$ cat config.mk
export PLATFORM = sky130hd
export DESIGN_NAME = pool_row_engine
export DESIGN_NICKNAME = d
export VERILOG_FILES = /design/src/rtl/pool_row_engine_pkg.sv /design/src/rtl/pool_row_engine_quant.sv /design/src/rtl/pool_row_engine.sv
export SDC_FILE = /design/constraint.sdc
export NUM_CORES = 1
export LEC_CHECK = 0
export CAP_MARGIN = 10
export CORE_ASPECT_RATIO = 0.9
export CORE_UTILIZATION = 35
export DETAILED_ROUTE_END_ITERATION = 7
export HOLD_SLACK_MARGIN = 0.06
export MAX_ROUTING_LAYER = met4
export SLEW_MARGIN = 20
export SYNTH_ARGS = -nofsm -noshare
export SYNTH_HDL_FRONTEND = slang
export SYNTH_HIERARCHICAL = 1
export SYNTH_SLANG_ARGS = --single-unit
export TNS_END_PERCENT = 10
$ cat constraint.sdc
create_clock -name clk -period 11.7 [get_ports clk]
set_input_delay 3.51 -clock clk [delete_from_list [all_inputs] [get_ports clk]]
set_output_delay 3.51 -clock clk [all_outputs]
set_load 0.05 [all_outputs]
$ cat src/rtl/pool_row_engine_pkg.sv
`default_nettype none
// ---------------------------------------------------------------------------
// pool_row_engine_pkg : shared sizing defaults and the C_LOG_2 helper
// Rev 1.0
// ---------------------------------------------------------------------------
package pool_row_engine_pkg;

  localparam int POOL_DATA_WIDTH = 8;
  localparam int POOL_LENPSUM    = 16;
  localparam int POOL_PSUM_WIDTH = 20;
  localparam int POOL_SHIFT_W    = 5;

  // Ceiling log2, minimum 1 so a width built from it is never zero
  function automatic int C_LOG_2(input int n);
    int r;
    r = 1;
    while ((1 << r) < n) begin
      r = r + 1;
    end
    return r;
  endfunction

endpackage
`default_nettype wire

$ cat src/rtl/pool_row_engine_quant.sv
`default_nettype none
// ---------------------------------------------------------------------------
// pool_quant : one psum -> ReLU, arithmetic right shift, saturate to DATA_WIDTH
// Rev 1.0
// ---------------------------------------------------------------------------
module pool_quant
  import pool_row_engine_pkg::*;
#(
  parameter int DATA_WIDTH = POOL_DATA_WIDTH,
  parameter int PSUM_WIDTH = POOL_PSUM_WIDTH,
  parameter int SHIFT_W    = POOL_SHIFT_W
) (
  input  logic signed [PSUM_WIDTH-1:0] i_psum,
  input  logic        [SHIFT_W-1:0]    i_shift,
  output logic        [DATA_WIDTH-1:0] o_q
);

  localparam logic [PSUM_WIDTH-1:0] c_SAT = PSUM_WIDTH'((1 << (DATA_WIDTH - 1)) - 1);

  logic [PSUM_WIDTH-1:0] w_shifted;
  logic                  w_zero;

  // Negative inputs are zeroed first, so a logical shift equals the arithmetic one
  assign w_shifted = $unsigned(i_psum) >> i_shift;
  assign w_zero    = i_psum[PSUM_WIDTH-1] || (32'(i_shift) >= PSUM_WIDTH);

  always_comb begin
    o_q = w_shifted[DATA_WIDTH-1:0];
    if (w_zero) begin
      o_q = '0;
    end else if (w_shifted > c_SAT) begin
      o_q = c_SAT[DATA_WIDTH-1:0];
    end
  end

endmodule
`default_nettype wire

$ cat src/rtl/pool_row_engine.sv
`default_nettype none
// ---------------------------------------------------------------------------
// pool_row_engine : reads a finished psum bank row pair by row pair, quantizes,
// 2x2 max-pools and streams one pooled row per valid/ready handshake.  Rev 1.0
// ---------------------------------------------------------------------------
module pool_row_engine
  import pool_row_engine_pkg::*;
#(
  parameter int DATA_WIDTH = POOL_DATA_WIDTH,
  parameter int LENPSUM    = POOL_LENPSUM,
  parameter int PSUM_WIDTH = POOL_PSUM_WIDTH,
  parameter int ADDR_W     = C_LOG_2(LENPSUM),
  parameter int SHIFT_W    = POOL_SHIFT_W
) (
  input  logic                              clk,
  input  logic                              rst_n,
  input  logic                              CTRLPOOL_Start,
  input  logic [SHIFT_W-1:0]                CTRLPOOL_Shift,
  output logic                              POOLPEB_EnRd,
  output logic [ADDR_W-1:0]                 POOLPEB_AddrRd,
  input  logic [PSUM_WIDTH*LENPSUM-1:0]     PEBPOOL_Dat,
  output logic                              POOLOUT_Vld,
  input  logic                              POOLOUT_Rdy,
  output logic [DATA_WIDTH*LENPSUM/2-1:0]   POOLOUT_Dat,
  output logic                              POOLOUT_Last,
  output logic                              POOLCTRL_Busy,
  output logic                              POOLCTRL_Done
);

  localparam int c_NPOOL = LENPSUM / 2;
  localparam int c_K_W   = (ADDR_W > 1) ? ADDR_W - 1 : 1;
  localparam logic [c_K_W-1:0] c_K_LAST = c_K_W'(c_NPOOL - 1);

  typedef enum logic [2:0] {
    S_IDLE = 3'd0,
    S_RD0  = 3'd1,
    S_RD1  = 3'd2,
    S_CMP  = 3'd3,
    S_OUT  = 3'd4
  } state_t;

  state_t                           r_state;
  state_t                           w_next;
  logic   [c_K_W-1:0]               r_k;
  logic   [SHIFT_W-1:0]             r_shift;
  logic   [DATA_WIDTH*LENPSUM-1:0]  r_row;
  logic   [DATA_WIDTH*c_NPOOL-1:0]  r_dat;
  logic                             r_done;
  logic   [DATA_WIDTH*LENPSUM-1:0]  w_q;
  logic   [DATA_WIDTH*c_NPOOL-1:0]  w_pool;
  logic                             w_en_rd;
  logic   [ADDR_W-1:0]              w_addr;
  logic                             w_hs;
  logic                             w_last_row;
  logic                             w_accept;

  assign w_accept   = (r_state == S_IDLE) && CTRLPOOL_Start;
  assign w_hs       = (r_state == S_OUT) && POOLOUT_Rdy;
  assign w_last_row = (r_k == c_K_LAST);

  always_ff @(posedge clk or negedge rst_n) begin
    if (!rst_n) begin
      r_state <= S_IDLE;
    end else begin
      r_state <= w_next;
    end
  end

  always_comb begin
    w_next  = r_state;
    w_en_rd = 1'b0;
    w_addr  = '0;
    case (r_state)
      S_IDLE: begin
        if (CTRLPOOL_Start) begin
          w_next = S_RD0;
        end
      end
      S_RD0: begin
        w_en_rd = 1'b1;
        w_addr  = ADDR_W'({r_k, 1'b0});
        w_next  = S_RD1;
      end
      S_RD1: begin
        w_en_rd = 1'b1;
        w_addr  = ADDR_W'({r_k, 1'b1});
        w_next  = S_CMP;
      end
      S_CMP: begin
        w_next = S_OUT;
      end
      S_OUT: begin
        if (POOLOUT_Rdy) begin
          w_next = w_last_row ? S_IDLE : S_RD0;
        end
      end
      default: begin
        w_next = S_IDLE;
      end
    endcase
  end

  // Row 2k is quantized during RD1 (its data arrives one cycle after the RD0 read)
  always_ff @(posedge clk or negedge rst_n) begin
    if (!rst_n) begin
      r_k     <= '0;
      r_shift <= '0;
      r_row   <= '0;
      r_dat   <= '0;
      r_done  <= 1'b0;
    end else begin
      r_done <= w_hs && w_last_row;
      if (w_accept) begin
        r_k     <= '0;
        r_shift <= CTRLPOOL_Shift;
      end else if (w_hs && !w_last_row) begin
        r_k <= r_k + c_K_W'(1);
      end
      if (r_state == S_RD1) begin
        r_row <= w_q;
      end
      if (r_state == S_CMP) begin
        r_dat <= w_pool;
      end
    end
  end

  genvar gi;
  generate
    for (gi = 0; gi < LENPSUM; gi++) begin : g_quant
      pool_quant #(
        .DATA_WIDTH (DATA_WIDTH),
        .PSUM_WIDTH (PSUM_WIDTH),
        .SHIFT_W    (SHIFT_W)
      ) u_quant (
        .i_psum  (PEBPOOL_Dat[gi*PSUM_WIDTH +: PSUM_WIDTH]),
        .i_shift (r_shift),
        .o_q     (w_q[gi*DATA_WIDTH +: DATA_WIDTH])
      );
    end
  endgenerate

  genvar gj;
  generate
    for (gj = 0; gj < c_NPOOL; gj++) begin : g_pool
      logic [DATA_WIDTH-1:0] w_a, w_b, w_c, w_d, w_ab, w_cd;
      assign w_a  = w_q[(2*gj)*DATA_WIDTH +: DATA_WIDTH];
      assign w_b  = w_q[(2*gj+1)*DATA_WIDTH +: DATA_WIDTH];
      assign w_c  = r_row[(2*gj)*DATA_WIDTH +: DATA_WIDTH];
      assign w_d  = r_row[(2*gj+1)*DATA_WIDTH +: DATA_WIDTH];
      assign w_ab = (w_a > w_b) ? w_a : w_b;
      assign w_cd = (w_c > w_d) ? w_c : w_d;
      assign w_pool[gj*DATA_WIDTH +: DATA_WIDTH] = (w_ab > w_cd) ? w_ab : w_cd;
    end
  endgenerate

  assign POOLPEB_EnRd   = w_en_rd;
  assign POOLPEB_AddrRd = w_addr;
  assign POOLOUT_Vld    = (r_state == S_OUT);
  assign POOLOUT_Dat    = r_dat;
  assign POOLOUT_Last   = (r_state == S_OUT) && w_last_row;
  assign POOLCTRL_Busy  = (r_state != S_IDLE);
  assign POOLCTRL_Done  = r_done;

endmodule
`default_nettype wire

# After elaboration in Yosys (flattened, before gate mapping)
# Index checks and enable logic that the tools add are counted.
# word_totals
reg_bits	204
latch_bits	0
mem_bits_rw	0
rom_bits	0
in_bits	329
out_inout_bits	73
word_cells	162
memories	0
# classes
add_sub_neg	1
n_mul	0
div	0
order_cmp	41
eq_ne	7
n_shift	16
muxes	64
bitwise_logic	0
reduce_logical	27
# ops
cell	n
$mux W8	56
$gt A20 B7 Y1 const B	16
$shr A20 B5 Y20	16
$gt A8 B8 Y1	24
$logic_or A1 B1 Y1	16
$pmux W3 S5	1
$mux W3	4
$pmux W4 S2	1
$eq A3 B2 Y1 const B	2
$eq A3 B3 Y1 const B	2
$ge A5 B5 Y1 const B	1
$logic_and A1 B1 Y1	5
$add A3 B1 Y3 const B	1
$eq A3 B1 Y1 const B	1
$logic_not A3 Y1	1
$reduce_bool A3 Y1	1
$mux W1	2
$ne A2 B1 Y1 const B	1
$ne A2 B2 Y1 const B	1
$reduce_and A2 Y1	1
$reduce_bool A2 Y1	1
$reduce_or A2 Y1	1
$logic_not A1 Y1	1

# Longest topological paths before layout
# Gate-level depths: netlist of the first run.
# depth
ltp_word	8
depth_mapped	26
mapped_depth_nobuf	21

# Cells and area by module
# Netlist of the first run, hierarchy kept.
# by_module_without_submodules
module	n_inst	cells_per_inst	area_each_um2	seq_area_each_um2
pool_quant	16	187	1370.1	0.0
pool_row_engine	1	1420	14173.6	5104.9

# Worst setup path after synthesis of the first run
# OpenSTA, ideal clock, no wires.
# synth_timing
path_kind	input-to-reg
start	in PEBPOOL_Dat[58]
end	reg r_dat[10] (netlist: POOLOUT_Dat[10])
setup_ps	145
arrival_time_ps	7556
t_required_ps	11555
path_slack_ps	3999
stages	20
path_buffers	1
cell_sequence	mux2_2 > mux4_2 > o31a_1 > o31ai_4 > nand3_1 > ha_1 > nor2b_4 > o211ai_2 > a21oi_2 > o31ai_4 > mux2i_1 > inv_1 > ha_1 > nor2b_1 > o211ai_1 > a21oi_1 > o22ai_1 > or2_1 > buf_1 > o221ai_1
# synth_between
elab_chain_cells	8
# synth_rtl
element	line_no	rtl
from (decl)	pool_row_engine.sv:21	input logic [PSUM_WIDTH*LENPSUM-1:0] PEBPOOL_Dat,
$shr A20 B5 Y20 *	pool_row_engine_quant.sv:24	assign w_shifted = $unsigned(i_psum) >> i_shift;
$gt A20 B7 Y1	pool_row_engine_quant.sv:31	end else if (w_shifted > c_SAT) begin
$mux W8 *	pool_row_engine_quant.sv:31	
$mux W8 *	pool_row_engine_quant.sv:29	if (w_zero) begin
named net g_pool[1].w_a[1]	pool_row_engine.sv:146	logic [DATA_WIDTH-1:0] w_a, w_b, w_c, w_d, w_ab, w_cd;
$gt A8 B8 Y1	pool_row_engine.sv:151	assign w_ab = (w_a > w_b) ? w_a : w_b;
$mux W8 *	pool_row_engine.sv:151	
$gt A8 B8 Y1	pool_row_engine.sv:153	assign w_pool[gj*DATA_WIDTH +: DATA_WIDTH] = (w_ab > w_cd) ? w_ab : w_cd;
$mux W8 *	pool_row_engine.sv:153	
to (signal assigned)	pool_row_engine.sv:123	r_dat <= w_pool;
to (decl)	pool_row_engine.sv:47	logic [DATA_WIDTH*c_NPOOL-1:0] r_dat;
# Mark *: on every way through the listed nets, which the timed path passes. The rest lies on a longest branch.
# A chain may end at the register's enable or synchronous reset.

# Worst setup path after layout of the first run
# layout_timing
start	in PEBPOOL_Dat[219]
end	reg r_dat[41] (netlist: POOLOUT_Dat[41])
# layout_between
elab_chain_cells	8
word_cells_on_any_way	9
cone_classes	3 x order compare; 1 x shift; 4 x mux; 1 x reduce/logical
# layout_rtl
element	line_no
$shr A20 B5 Y20	pool_row_engine_quant.sv:24
$gt A20 B7 Y1	pool_row_engine_quant.sv:31
$mux W8	pool_row_engine_quant.sv:31
$mux W8 *	pool_row_engine_quant.sv:29
named net g_pool[5].w_a[5]	pool_row_engine.sv:146
$gt A8 B8 Y1	pool_row_engine.sv:151
$mux W8 *	pool_row_engine.sv:151
$gt A8 B8 Y1	pool_row_engine.sv:153
$mux W8 *	pool_row_engine.sv:153
# Marked as above.

==> impl_metrics.json, run 1 <==
{
  "status": "complete, no violations",
  "post_cts_resized": 0,
  "crit_arrival_ps": 9090,
  "htreeDepth": 1,
  "synth-seq-cells": 204,
  "start_kind": "primary input",
  "final_core_util_pct": 40.5,
  "hp-class": "reg2reg",
  "synth_top_flop_cell": "dfrtp_1",
  "final.setup.worst_slack_ps": 3060,
  "synthArstFlopShare_pct": 100,
  "vias": 34700,
  "clkLatencyLatePin_ps": 570,
  "gp_congestion": 0.905,
  "grt_max_degree": 188,
  "synth_seq_area_share_pct": 14.1,
  "drc": 0,
  "netlist_instances": 4412,
  "min_period_over_period_pct": 73.8,
  "clockRootBuffer": "clkbuf_16",
  "detail-route-antenna-nets": 0,
  "maxSlewViolCount": 0,
  "cts_buffer_depth": 3,
  "die_width_um": 341,
  "die_y_um": 307,
  "core_um2": 102000,
  "routedWlPerCell_um": 19.3,
  "cts_tree": "yes",
  "synth_warnings": 6,
  "cp-end-kind": "flop",
  "clock_sinks": 204,
  "port_buffers": 401,
  "setup_violations": 0,
  "total_power_uw": 12900,
  "dp_cells": 5846,
  "grt_pass1_vias": 33000,
  "power.density_nw_per_um2": 311,
  "overflow": 0,
  "clk_pin_slew_ps": 60,
  "tightest_slew_ps": 1000,
  "netlist_area_um2": 36100,
  "final.min_clock_period_ps": 8640,
  "drt_iter0_markers": 2809,
  "cp.required_ps": 12150,
  "power_leakage_uw": 0.0169,
  "post_cts_buffers": 0,
  "maxCapViolCount": 0,
  "rows": 111,
  "num_io_pins": 402,
  "synth_edf_count": 0,
  "syn_area_per_cell_um2": 8.18,
  "finClkSkew_ps": 32.4,
  "antenna_found_initial": 1,
  "max_freq_mhz": 116,
  "area_delta_synth_final_pct": 14.6,
  "grtUsageTotal_pct": 21.5,
  "yosysUniqueCellTypes": 68,
  "grt_pass1_wl_mm": 183,
  "wirelength_mm": 114,
  "synth_top_area_share_pct": 14.1,
  "dp_hpwl_mm": 85.1,
  "maxSlewHeadroom_pct": 33.0,
  "vdd_drop_max_mv": 0.195,
  "fin_setup_tns_ps": 0,
  "path_max_fanout": 18,
  "place_ws_ps": 2540,
  "layout.cells.non_filler": 5894,
  "cts_buffers": 26,
  "worst-setup-path-type": "in2reg",
  "finalHoldViolations": 0,
  "grt_setup_unrepaired": "no",
  "layout.nets": 5041,
  "drt_pre_antenna_iters": 6,
  "ys_top_cells_by_area": "dfrtp_1 (14%), mux2i_1 (14%), mux2_2 (8.6%), mux4_2 (7.0%), ha_1 (6.7%)",
  "drive_above_1_share_pct": 14.1,
  "start_util_pct": 35.4,
  "ctsHoldBuffers": 0,
  "drt-vias-per-instance": 5.89,
  "yosys.area.top_type": "dfrtp_1",
  "synth.net_count": 4935,
  "dieArea_um2": 104000
}
cells by family (layout without fill, tap and decap cells):
kind of cell	count (synthesis)	after routing	share of synthesized area (%)
and+or+nand+nor	1232	1232	16.2
buffers and inverters	631	756	7.81
other	16	17	0.166
AOI/OAI and AO/OA	1222	1222	24.6
xor gates and xnor gates	2	2	0.0485
muxes	911	911	30.3
adders and majority gates	194	194	6.72
DFF	204	204	14.1
cells in the mapped netlist, types with 17 or more instances:
cell type  number
o31a_1         32
inv_1         256
nor3b_1        33
nor2_1        279
and2_1         20
nand2_1       474
buf_1          39
a21o_1         32
o31ai_4        23
buf_2         119
nor3_1        105
a31oi_1        32
clkbuf_1      137
nor2b_1        17
a211o_1        17
or3_1          50
o221ai_1      124
and3_1         49
buf_4          48
nand4_1        47
dfrtp_1       204
o22ai_1        40
mux2_2        275
o211ai_1      130
a21oi_1       257
o2111ai_1      18
o31ai_1        32
nand3b_1       17
mux2i_1       506
mux4_2        112
ha_1          194
nand3_1        65
o21ai_0       250
a211oi_1       50
per-stage QoR:
stage	instance area (um^2)	hold WS (ps)
finish	41400	492
global placement	40400	476
global route	41400	514
floorplan	36100	507
detailed placement	40400	480
CTS	41400	496
layout by cell type (no fill, tap or decap), types with 33 or more instances in the layout:
master           count
or3_1               50
inv_1              256
mux4_2             112
mux2i_1            506
nor2_1             278
clkdlybuf4s50_1    400
dfrtp_1            199
o21ai_0            250
and3_1              49
nand2_1            474
nor3_1             105
a21oi_1            257
o221ai_1           124
nand4_1             47
ha_1               194
a211oi_1            50
nand3_1             65
nor3b_1             33
o22ai_1             40
mux2_2             275
o211ai_1           130
routing by layer:
metal  share of wire [%]  vias to the layer above  GRT usage (%)
met4                 1.8                        0           4.17
li1                    -                    16900              -
met2                  45                     1061           32.8
met3                 5.6                      126           2.11
met5                   0                        -              -
met1                  48                    16600           30.8
state kept, by name (all words and copies together), names as in the netlist:
register and flops:
POOLCTRL_Done 1, r_row 128, r_shift 5, r_k 3
r_state 3, POOLOUT_Dat 64
final timing paths:
path,from,to,slack (ps),depth (start not counted)
setup / recovery,PEBPOOL_Dat[219],POOLOUT_Dat[41],3060,18
hold / removal,POOLOUT_Dat[10],POOLOUT_Dat[10],490,2
setup reg to reg,r_shift[1],POOLOUT_Dat[3],4520,22
hold reg to reg,POOLOUT_Dat[10],POOLOUT_Dat[10],490,2
max in group asynchronous,rst_n,r_shift[1],7300,2
min in group asynchronous,rst_n,POOLOUT_Dat[58],2970,1
power by group:
part           internal (uW)  leakage, uW  switching (uW)
Sequential              1030      0.00257             427
Clock                    554     0.000470             339
Combinational           4290       0.0138            6220
Total                   5870       0.0169            6990
critical path, cell delays in order:
cell and delay, ps:
clkdlybuf4s50_1 710, nand2b_1 300, a221oi_2 360, nor2_1 80, nor4_2 400, o211ai_1 140, and3_1 270, ha_1 310
nand4_1 540, o22ai_1 760, o221ai_1 300, inv_1 110, ha_1 240, nor2b_1 140, o211ai_1 160, a211o_1 190
nand3_1 280, o221ai_1 290
final cells by class:
class	count	area (um^2)
Antenna cell	1	2.50
Clock buffer	33	737
Clock inverter	14	213
Fill cell	10300	60700
Inverter	272	1020
Multi-Input combinational cell	3577	28200
Sequential cell	204	5120
Tap cell	1356	1700
Timing Repair Buffer	437	4400
(Power assumes the default switching activity.)
==> inputs of run 2 (changes only) <==
- clock period: 11.7 -> 7.4 ns (I/O delays scaled with it)
==> run 2 against run 1 <==
Critical path depth grew 2. Clock skew is 15 ps lower. Power grew 63%. Utilization increased by 1.6 points. Clock power rose by 50%. Hold slack gained 4.5 ps. Global-route usage up 1.1 points. Cell count is 3.6% higher. Critical endpoint is now POOLOUT_Dat[6]. Largest power group unchanged.
==> impl_metrics.json, run 2 (synthesized netlist as in run 1, its figures left out) <==
{
  "power_leakage_uw": 0.0179,
  "grtUsageTotal_pct": 22.6,
  "antenna_found_initial": 1,
  "maxCapViolCount": 0,
  "ctsHoldBuffers": 0,
  "r2r_cells": 22,
  "fin_hold_ws_ps": 496,
  "crit_path_end": "POOLOUT_Dat[6]",
  "diodes": 0,
  "r2r_slack_ps": 1180,
  "wirelength_mm": 119,
  "drive_above_1_share_pct": 17.8,
  "drt-vias-per-instance": 5.85,
  "layout.nets": 5254,
  "layout_commonest_cell": "mux2i_1",
  "grt_pass1_vias": 34300,
  "layout.cells.non_filler": 6107,
  "start_kind": "primary input",
  "dp_hpwl_mm": 91.4,
  "fin_setup_tns_ps": 0,
  "worst-setup-path-type": "in2reg",
  "rows": 111,
  "die_width_um": 341,
  "num_io_pins": 402,
  "htreeDepth": 1,
  "area_delta_synth_final_pct": 19.0,
  "finClkSkew_ps": 17.4,
  "max_freq_mhz": 144,
  "maxSlewHeadroom_pct": 39.5,
  "die_y_um": 307,
  "final_core_util_pct": 42.1,
  "swShare_pct": 54.0,
  "grt_pass1_wl_mm": 192,
  "top_register": "r_row",
  "clockRootBuffer": "clkbuf_16",
  "grt_max_degree": 110,
  "crit_arrival_ps": 7350,
  "port_buffers": 401,
  "drt_iter0_markers": 2936,
  "final.min_clock_period_ps": 6930,
  "finalHoldViolations": 0,
  "detail-route-antenna-nets": 0,
  "clkLatencyLatePin_ps": 560,
  "grt_setup_unrepaired": "no",
  "routedWlPerCell_um": 19.5,
  "final_cell_mix": "mux2i_1 (506), nand2_1 (474), clkdlybuf4s50_1 (400), nor2_1 (278), mux2_2 (275)",
  "cts_tree": "yes",
  "cp-end-kind": "flop",
  "fillCellCount": 10200,
  "tightest_slew_ps": 907,
  "pwr-share-comb_pct": 82.5,
  "status": "complete, no violations",
  "path_max_fanout": 9,
  "drc": 0,
  "largest_reg_flops": 128,
  "cp.required_ps": 7820,
  "setup_violations": 0,
  "clock_sinks": 204,
  "power_frac_clock_pct": 6.4,
  "p_int_uw": 9620,
  "power.density_nw_per_um2": 487,
  "maxSlewViolCount": 0,
  "post_cts_buffers": 0,
  "gp_congestion": 0.913,
  "vdd_drop_max_mv": 0.254,
  "post_cts_resized": 0,
  "dieArea_um2": 104000,
  "clk_pin_slew_ps": 60,
  "min_period_over_period_pct": 93.7,
  "dp_cells": 6058,
  "power_frac_seq_pct": 11.1,
  "cts_buffer_depth": 3,
  "drt_pre_antenna_iters": 6,
  "core_um2": 102000,
  "regToRegStartpoint": "r_shift[1]",
  "overflow": 0,
  "hp-class": "reg2reg",
  "r2r_end": "POOLOUT_Dat[6]",
  "cts_buffers": 27,
  "start_util_pct": 35.4,
  "crit_start": "PEBPOOL_Dat[16]",
  "vias": 35700,
  "switchingPower_uw": 11300
}
run 2: cell types whose count changed in the layout (fill, tap and decap cells not counted):
cell,change
buf_4,+207
buf_12,+5
clkbuf_1,+4
clkinvlp_4,+4
bufinv_16,-3
clkinv_2,-2
clkbuf_16,+1
clkbuf_8,-1
clkinv_4,-1
clkinv_8,-1
diode_2,-1
inv_6,+1
run 2: power by group through the flow:
stage / registers (uW) / logic, uW / clock network (uW)
3_3_place_gp: 2320 / 16900 / 0
5_1_grt: 2390 / 19000 / 1430
4_1_cts: 2310 / 17200 / 1390
6_report: 2320 / 17300 / 1340
2_1_floorplan: 2540 / 12700 / 0
3_5_place_dp: 2330 / 17100 / 0
run 2: worst max-delay path, stage by stage:
cell and delay (ps):
clkdlybuf4s50_1 590, or3_1 460, a221oi_2 330, nor2_1 90, nor4_2 400, o211ai_1 150
and3_1 270, ha_1 340, a211oi_2 190, nor2_1 100, o31ai_4 380, buf_4 220
mux2i_1 310, inv_1 90, ha_1 320, a21oi_1 120, o21ai_0 80, o22ai_1 150
or2_1 330, o221ai_1 190
run 2: metal layers:
metal  vias to the layer above  global-route usage (%)  part of all wire [%]
li1                      17300                       -                     -
met2                      1058                    34.9                    45
met5                         -                       -                     0
met4                         0                    3.93                   1.6
met3                       105                    1.47                   4.7
met1                     17300                    32.6                    49
run 2: cell type report:
class / instances / area (um^2) / share of cell area [%]
multi-input cells: 3577 / 28200 / 65.6
repair buffers: 649 / 6060 / 14.1
flip-flops and latches: 204 / 5120 / 11.9
well taps: 1356 / 1700 / 3.95
inverters: 272 / 1020 / 2.38
clock buffers: 37 / 763 / 1.78
clock inverters: 12 / 126 / 0.294
run 2: metrics by stage:
stage / setup slack [ps] / cell area [um^2] / total power [uW]
after detailed placement: 37.4 / 42100 / 19400
final: 466 / 43000 / 20900
after floorplan: 989 / 36100 / 15200
after global routing: 132 / 43000 / 22800
after CTS: 606 / 43000 / 20900
after global placement: 72.6 / 42100 / 19200
run 2: worst min-delay path by stage:
stage	slack, ps	depth (start not counted)	endpoint	start
after floorplan	510	1	r_row[88]	r_row[88]
after global placement	470	2	POOLOUT_Dat[36]	POOLOUT_Dat[36]
after detailed placement	480	2	POOLOUT_Dat[59]	POOLOUT_Dat[59]
after CTS	500	2	POOLOUT_Dat[10]	POOLOUT_Dat[10]
after global routing	510	2	POOLOUT_Dat[59]	POOLOUT_Dat[59]
final	500	2	POOLOUT_Dat[10]	POOLOUT_Dat[10]
